--- src/rtl/alu_seq.sv ---
// Accumulator sequencer driving a combinational alu: one command in, one response out.
// Optional saturation of ADD/SUB results is compiled in with `define ALU_SEQ_SAT_EN.
module alu_seq #(
  parameter int WIDTH = 8
) (
  input  logic             clk,
  input  logic             rst,
  input  logic             cmd_valid,
  output logic             cmd_ready,
  input  logic [2:0]       cmd_op,
  input  logic [WIDTH-1:0] cmd_data,
  output logic [WIDTH-1:0] bus_a,
  output logic [WIDTH-1:0] bus_b,
  output logic [2:0]       alu_sel,
  input  logic [WIDTH-1:0] alu_out,
  output logic             res_valid,
  input  logic             res_ready,
  output logic [WIDTH-1:0] res_data,
  output logic             res_zero,
  output logic             res_neg,
  output logic             res_err,
  output logic             res_ovf
);

  typedef enum logic [1:0] {S_IDLE, S_EXEC, S_RESP} state_t;

  localparam logic [2:0] OP_LOAD = 3'b000;
  localparam logic [2:0] OP_ADD  = 3'b001;
  localparam logic [2:0] OP_SUB  = 3'b010;
  localparam logic [2:0] OP_MUL  = 3'b011;
  localparam logic [2:0] OP_HALF = 3'b100;
  localparam logic [2:0] OP_READ = 3'b101;
  localparam logic [2:0] OP_CLR  = 3'b110;
  localparam logic [2:0] OP_ILL  = 3'b111;

  localparam logic [WIDTH-1:0] ACC_MAX = {1'b0, {(WIDTH-1){1'b1}}};
  localparam logic [WIDTH-1:0] ACC_MIN = {1'b1, {(WIDTH-1){1'b0}}};

  typedef struct packed {
    logic [WIDTH-1:0] data;
    logic             zero;
    logic             neg;
    logic             err;
    logic             ovf;
  } res_t;

  state_t           state_q, state_d;
  logic [2:0]       op_q, op_d;
  logic [WIDTH-1:0] opnd_q, opnd_d;
  logic [WIDTH-1:0] acc_q, acc_d;
  res_t             res_q, res_d;
  logic             res_valid_q, res_valid_d;

  logic [WIDTH-1:0] acc_wrap, acc_next;
  logic             ovf_hit;

  // State register and datapath flops
  always_ff @(posedge clk) begin
    if (rst) begin
      state_q     <= S_IDLE;
      op_q        <= OP_LOAD;
      opnd_q      <= '0;
      acc_q       <= '0;
      res_q       <= '0;
      res_valid_q <= 1'b0;
    end else begin
      state_q     <= state_d;
      op_q        <= op_d;
      opnd_q      <= opnd_d;
      acc_q       <= acc_d;
      res_q       <= res_d;
      res_valid_q <= res_valid_d;
    end
  end

  // Next-state logic
  always_comb begin
    state_d = state_q;
    case (state_q)
      S_IDLE:  if (cmd_valid) state_d = S_EXEC;
      S_EXEC:  state_d = S_RESP;
      S_RESP:  if (res_ready) state_d = S_IDLE;
      default: state_d = S_IDLE;
    endcase
  end

  // Accumulator update; LOAD bypasses the alu and uses the latched operand
  always_comb begin
    acc_wrap = acc_q;
    case (op_q)
      OP_LOAD: acc_wrap = opnd_q;
      OP_ADD,
      OP_SUB,
      OP_MUL,
      OP_HALF: acc_wrap = alu_out;
      OP_READ: acc_wrap = acc_q;
      OP_CLR:  acc_wrap = '0;
      default: acc_wrap = acc_q;
    endcase
  end

`ifdef ALU_SEQ_SAT_EN
  logic add_ovf, sub_ovf;
  always_comb begin
    add_ovf  = (op_q == OP_ADD) && (acc_q[WIDTH-1] == opnd_q[WIDTH-1]) &&
               (alu_out[WIDTH-1] != acc_q[WIDTH-1]);
    sub_ovf  = (op_q == OP_SUB) && (acc_q[WIDTH-1] != opnd_q[WIDTH-1]) &&
               (alu_out[WIDTH-1] != acc_q[WIDTH-1]);
    ovf_hit  = add_ovf || sub_ovf;
    // On overflow the true result has the sign of bus_a in both cases
    acc_next = ovf_hit ? (acc_q[WIDTH-1] ? ACC_MIN : ACC_MAX) : acc_wrap;
  end
`else
  always_comb begin
    ovf_hit  = 1'b0;
    acc_next = acc_wrap;
  end
`endif

  // Command capture, accumulator write-back and response register
  always_comb begin
    op_d        = op_q;
    opnd_d      = opnd_q;
    acc_d       = acc_q;
    res_d       = res_q;
    res_valid_d = res_valid_q;
    case (state_q)
      S_IDLE: begin
        if (cmd_valid) begin
          op_d   = cmd_op;
          opnd_d = cmd_data;
        end
      end
      S_EXEC: begin
        acc_d       = acc_next;
        res_d.data  = acc_next;
        res_d.zero  = (acc_next == '0);
        res_d.neg   = acc_next[WIDTH-1];
        res_d.err   = (op_q == OP_ILL);
        res_d.ovf   = ovf_hit;
        res_valid_d = 1'b1;
      end
      S_RESP: begin
        if (res_ready) res_valid_d = 1'b0;
      end
      default: res_valid_d = 1'b0;
    endcase
  end

  // Outputs
  always_comb begin
    cmd_ready = (state_q == S_IDLE) && !rst;
    alu_sel   = 3'b000;
    if (state_q == S_EXEC) begin
      case (op_q)
        OP_ADD:  alu_sel = 3'b001;
        OP_SUB:  alu_sel = 3'b010;
        OP_MUL:  alu_sel = 3'b011;
        OP_HALF: alu_sel = 3'b100;
        default: alu_sel = 3'b000;
      endcase
    end
    bus_a     = acc_q;
    bus_b     = opnd_q;
    res_valid = res_valid_q;
    res_data  = res_q.data;
    res_zero  = res_q.zero;
    res_neg   = res_q.neg;
    res_err   = res_q.err;
    res_ovf   = res_q.ovf;
  end

endmodule

--- config.mk ---
export PLATFORM = sky130hd
export DESIGN_NAME = alu_seq
export DESIGN_NICKNAME = d
export VERILOG_FILES = /design/src/rtl/alu_seq.sv
export SDC_FILE = /design/constraint.sdc
export NUM_CORES = 1
export LEC_CHECK = 0
export CAP_MARGIN = 20
export CORE_UTILIZATION = 38
export DETAILED_ROUTE_END_ITERATION = 10
export PLACE_DENSITY = 0.76
export SLEW_MARGIN = 20
export SYNTH_ARGS = -nofsm -noshare
export SYNTH_HDL_FRONTEND = slang
export SYNTH_SLANG_ARGS = --single-unit
--- constraint.sdc ---
create_clock -name clk -period 1.2 [get_ports clk]
set_input_delay 0.24 -clock clk [delete_from_list [all_inputs] [get_ports clk]]
set_output_delay 0.24 -clock clk [all_outputs]
set_load 0.05 [all_outputs]
==> results of run 1 <==
==> layout by cell type (no fill, tap or decap), types with 8 or more instances in the layout <==
| cell type | Yosys | final |
|---|---|---|
| dfxtp_2 | 0 | 13 |
| clkdlybuf4s50_1 | 0 | 22 |
| nand2_1 | 38 | 37 |
| buf_12 | 1 | 33 |
| buf_4 | 10 | 19 |
| buf_6 | 3 | 19 |
| a21oi_1 | 22 | 17 |
| dfxtp_4 | 0 | 8 |
==> through the flow <==
step	setup TNS (ns)	cells	hold slack (ns)	worst slack, ns
3_3_place_gp	-3.66	262	0.487	-0.356
6_report	-4.15	284	0.436	-0.389
5_1_grt	-6.02	284	0.427	-0.521
4_1_cts	-2.68	277	0.438	-0.285
2_1_floorplan	-0.394	159	0.362	-0.141
3_5_place_dp	-4.74	262	0.503	-0.432
==> cells by family (layout without fill, tap and decap cells) <==
| logic type | count (synthesis) | in the layout | synth area share |
|---|---|---|---|
| muxes | 3 | 3 | 0.0231 |
| and+or+nand+nor | 70 | 71 | 0.283 |
| buffers and inverters | 24 | 104 | 0.131 |
| other | 1 | 1 | 0.00288 |
| DFF | 24 | 24 | 0.369 |
| AOI/OAI and AO/OA | 36 | 36 | 0.185 |
| xor gates and xnor gates | 1 | 1 | 0.00673 |
==> path summary, 6_finish.rpt <==
kind	to	startpoint	slack (ns)
worst max-delay path	res_zero	op_q[2]	-0.39
worst min-delay path	bus_b[1]	cmd_data[1]	0.44
worst max register to register	res_zero	op_q[2]	-0.39
worst min register to register	bus_b[6]	bus_b[6]	0.51
==> what timing repair did <==
item / in CTS / in global routing
gates resized for setup: 50 / 22
buffers inserted: 10 / 6
cloned: 1 / 1
endpoints found under the setup margin: 26 / 47
endpoints found under the hold margin: 0 / 0
pin swaps: 17 / 15
==> critical path: stages, from the launching register on <==
cell and delay [ns]:
dfxtp_4 0.39, bufbuf_16 0.27, nor3_2 0.32, a211oi_4 0.06, nor4_2 0.31, a31o_1 0.18
==> where the power goes <==
| group | internal [W] | switching, W |
|---|---|---|
| Sequential | 0.000843 | 0.0000673 |
| Clock | 0.000255 | 0.000270 |
| Combinational | 0.000615 | 0.000627 |
==> per-layer routing <==
layer | part of all wire | track usage | wire [microns]
met1 | 0.34 | 0.316 | 2080
met2 | 0.51 | 0.532 | 3110
met3 | 0.080 | 0.0661 | 487
met4 | 0.074 | 0.130 | 454
met5 | 0 | 0 | 0
==> state kept, by name, indices dropped and copies added (netlist names) <==
register / cells
res_data: 8
res_valid: 1
res_err: 1
res_zero: 1
bus_b: 8
state_q: 2
op_q: 3
==> layout make-up <==
class	count	share of cell area
tap	44	0.0196
timing repair buffer	99	0.478
inverter	1	0.00133
multi-input combinational	112	0.297
sequential	24	0.187
clock buffer	4	0.0169
==> results_dict.tcl, run 1 <==
set metrics [dict create \
    pin_count 56 \
    clkLatencyLatePin_ns 0.33 \
    synth_largest_area_cell "dfxtp_1" \
    multi_input_area_sq_um 837 \
    ir_worst_vdd_mv 1.10 \
    setup_viol 37 \
    wire_per_inst_microns 21.6 \
    synth_commonest_cells "nand2_1, dfxtp_1, a21oi_1" \
    rows 20 \
    dieArea_sq_um 3660 \
    dp_hpwl_microns 3020 \
    grt_pass1_vias 1564 \
    ctsRootBufferMaster "clkbuf_4" \
    antenna_left 0 \
    wl_microns 6130 \
    core_area_sq_um 3150 \
    synth_top_area_frac 0.369 \
    cts_hold_buffers 0 \
    drtPass1Iterations 4 \
    synth_cell_types 32 \
    seq_area_sq_um 527 \
    rsz0062_at_grt "true" \
    grt_usage 0.290 \
    design_area_sq_um 2820 \
    cts_made_buffers 3 \
    syn_avg_cell_area_sq_um 8.18 \
    clock_path_buffers 2 \
    drive_gt1_frac 0.583 \
    grt_max_degree 15 \
    grt_overflow_total 0 \
    post_dp_cell_area_sq_um 2310 \
    outcome "finished with violations" \
    ys_seq_area_frac 0.369 \
    worstSetupPathType "reg -> reg" \
    netlist_area_sq_um 1300 \
    initial_utilization 0.413 \
    crit_required_ns 1.48 \
    fin_crit_ns 1.59 \
    cp_max_fo 4 \
    final_util 0.893 \
    ff2ff_path_depth 5 \
    arrival_ns 1.87 \
    n_antenna_cell 0 \
    crit_path_end_kind "flop" \
    h-tree-depth 1 \
    finalWorstSetupSlack_ns -0.389 \
    portBuffers 54 \
    hold_viol_final 0 \
    yosysWarnings 0 \
    syn_nets 182 \
    cts_tree "yes" \
    synth.most_common_cell "nand2_1" \
    pwr_density_cell_nw_per_um2 951 \
    via_per_inst 5.80 \
    clkTransAtPathRegs_ns 0.15 \
    start_kind "flop" \
    final_nets 264 \
    cts_sinks 24 \
    synth_cells 159 \
    cap_violations 0 \
    syn_to_final_growth_pct 116 \
    grt_pass1_wl_microns 7720 \
    fp.dieW_microns 60.5 \
    synth_edf_count 0 \
    drt_iter0_drc 131 \
    place.gp.congestion 0.810 \
    via_count 1646 \
    synth_flop_cell "dfxtp_1" \
    fmax_mhz 629 \
    die_h_microns 60.5 \
    ys_seq_elements 24 \
    async_reset_ff_frac 0 \
    slew_violations 0 \
    p_leak_nw 1.11 \
    power.total_w 0.00268 \
    worst_hold_path_type "in -> reg" \
    synthTopCellsByArea "dfxtp_1, nand2_1, a21oi_1" \
    fill_cells 136 \
    period_share 1.32 \
    clock-skew-final_ns 0.00641 \
    antenna_found_initial 0 \
    drc 0 \
    violations "setup timing" \
    holdPathStages 3 \
]
Note: power is estimated with default switching activity, not from simulation.
==> inputs of run 2 (changes only) <==
Settings changed: CORE_UTILIZATION 38 to 42, PLACE_DENSITY 0.76 to 0.8, RECOVER_POWER from default to 50, SLEW_MARGIN 20 to default.
Clock period 1.2 ns to 1.7 ns, I/O delays scaled along.
==> run 2 against run 1 <==
The run ends with DRC left. First-iteration DRC count shrank 67%. Global-route usage shrank 9.1 points. Final area shrank 34%. Non-clock buffer count shrank 30. Sequential share of layout area grew 7.6 points. Clock skew shrank 0.0034 ns. Register-to-register slack gained 0.56 ns. Critical path depth shrank 2. Core utilization shrank 24 points. Worst setup slack gained 0.43 ns. Die area shrank 9.2%. Critical path type is now reg -> out. Critical endpoint is now alu_sel[1]. Largest cell class is now multi-input gates. Largest power group is now registers. Highest routed layer unchanged.
==> results_dict.tcl, run 2 (synthesized netlist as in run 1, its figures left out) <==
set metrics [dict create \
    outcome "finished with violations" \
    violations "DRC" \
    grt_pass1_vias 1117 \
    arrival_ns 1.32 \
    dieArea_sq_um 3320 \
    rows 19 \
    finalWorstSetupSlack_ns 0.0362 \
    via_count 1284 \
    drive_gt1_frac 0.330 \
    h-tree-depth 1 \
    slew_violations 0 \
    drtPass1Iterations 7 \
    dp_hpwl_microns 2490 \
    crit_required_ns 1.36 \
    grt_max_degree 16 \
    pwr_density_cell_nw_per_um2 778 \
    grt_pass1_wl_microns 5190 \
    setup_viol 0 \
    hold_slack_ns 0.465 \
    cts_hold_buffers 0 \
    die_h_microns 57.7 \
    fin_setup_tns_ns 0 \
    antenna_found_initial 0 \
    grt_overflow_total 0 \
    hold_viol_final 0 \
    cts_tree "yes" \
    cap_violations 0 \
    drc 5 \
    place.gp.congestion 0.831 \
    grt_usage 0.198 \
    post_dp_cell_area_sq_um 1760 \
    ir_worst_vdd_mv 0.463 \
    wire_per_inst_microns 13.9 \
    crit_path_end_kind "output port" \
    fin_crit_ns 1.66 \
    fp.dieW_microns 57.7 \
    p_leak_nw 0.783 \
    clock_path_buffers 2 \
    cts_made_buffers 3 \
    period_share 0.979 \
    holdPathStages 2 \
    worst_hold_path_type "reg -> reg" \
    core_area_sq_um 2850 \
    final_common_cell "buf_4" \
    clock-skew-final_ns 0.00305 \
    worstSetupPathType "reg -> out" \
    start_kind "flop" \
    slew_headroom 0.586 \
    wl_microns 3340 \
    initial_utilization 0.456 \
    portBuffers 54 \
    fmax_mhz 601 \
    ff2ff_path_depth 6 \
    tightest_slew_ns 0.620 \
    cp_max_fo 8 \
    design_area_sq_um 1870 \
    drt_iter0_drc 43 \
    place_ws_ns 0.0206 \
    via_per_inst 5.35 \
    ctsRootBufferMaster "clkbuf_4" \
    antenna_left 0 \
    n_antenna_cell 0 \
    layout_common_cells "buf_4, nand2_1, a21oi_1, clkdlybuf4s50_1, dfxtp_1" \
    syn_to_final_growth_pct 43.5 \
    final_nets 233 \
    power.total_w 0.00145 \
    clkLatencyLatePin_ns 0.31 \
    pin_count 56 \
    cts_sinks 24 \
    clkTransAtPathRegs_ns 0.13 \
]
-- run 2: report_power, final --
group          total, W  leakage (nW)  internal [W]  switching [W]
sequential     0.000637         0.198      0.000594      0.0000432
combinational  0.000510         0.564      0.000208       0.000302
clock          0.000305        0.0210      0.000131       0.000174
total           0.00145         0.783      0.000932       0.000520
-- run 2: layer usage --
metal  global-route usage  vias up  wire [microns]
li1                     -      640               -
met1                0.248      588            1390
met2                0.359       52            1710
met3               0.0179        4             205
met4               0.0680        0              42
met5                    0        -               0
-- run 2: layout make-up --
class	count	area [sq um]
Sequential cell	24	492
Fill cell	241	986
Tap cell	31	38.8
Timing Repair Buffer	69	623
Inverter	1	3.75
Multi-Input combinational cell	111	673
Clock buffer	4	36.3
-- run 2: critical path, stage by stage, from the launching register on --
cell and delay [ns]:
dfxtp_1 0.46, buf_4 0.21, and3_4 0.21, buf_12 0.13
-- run 2: metrics by stage --
step | util | instances
finish | 0.654 | 240
global route | 0.654 | 240
CTS | 0.646 | 238
detailed placement | 0.616 | 230
global placement | 0.616 | 230
floorplan | - | 159
-- run 2: final timing paths --
kind                 from    endpoint  slack (ns)
hold reg to reg   res_err     res_err        0.47
setup / recovery  op_q[1]  alu_sel[1]        0.04
hold / removal    res_err     res_err        0.47
setup reg to reg  op_q[1]    res_zero        0.17
-- run 2: what timing repair did --
| item | 4_1_cts | 5_1_grt |
|---|---|---|
| endpoints found under the setup margin | 4 | 3 |
| gates resized for setup | 7 | 4 |
| cloned | 0 | 0 |
| buffers inserted | 4 | 2 |
| pin swaps | 1 | 0 |
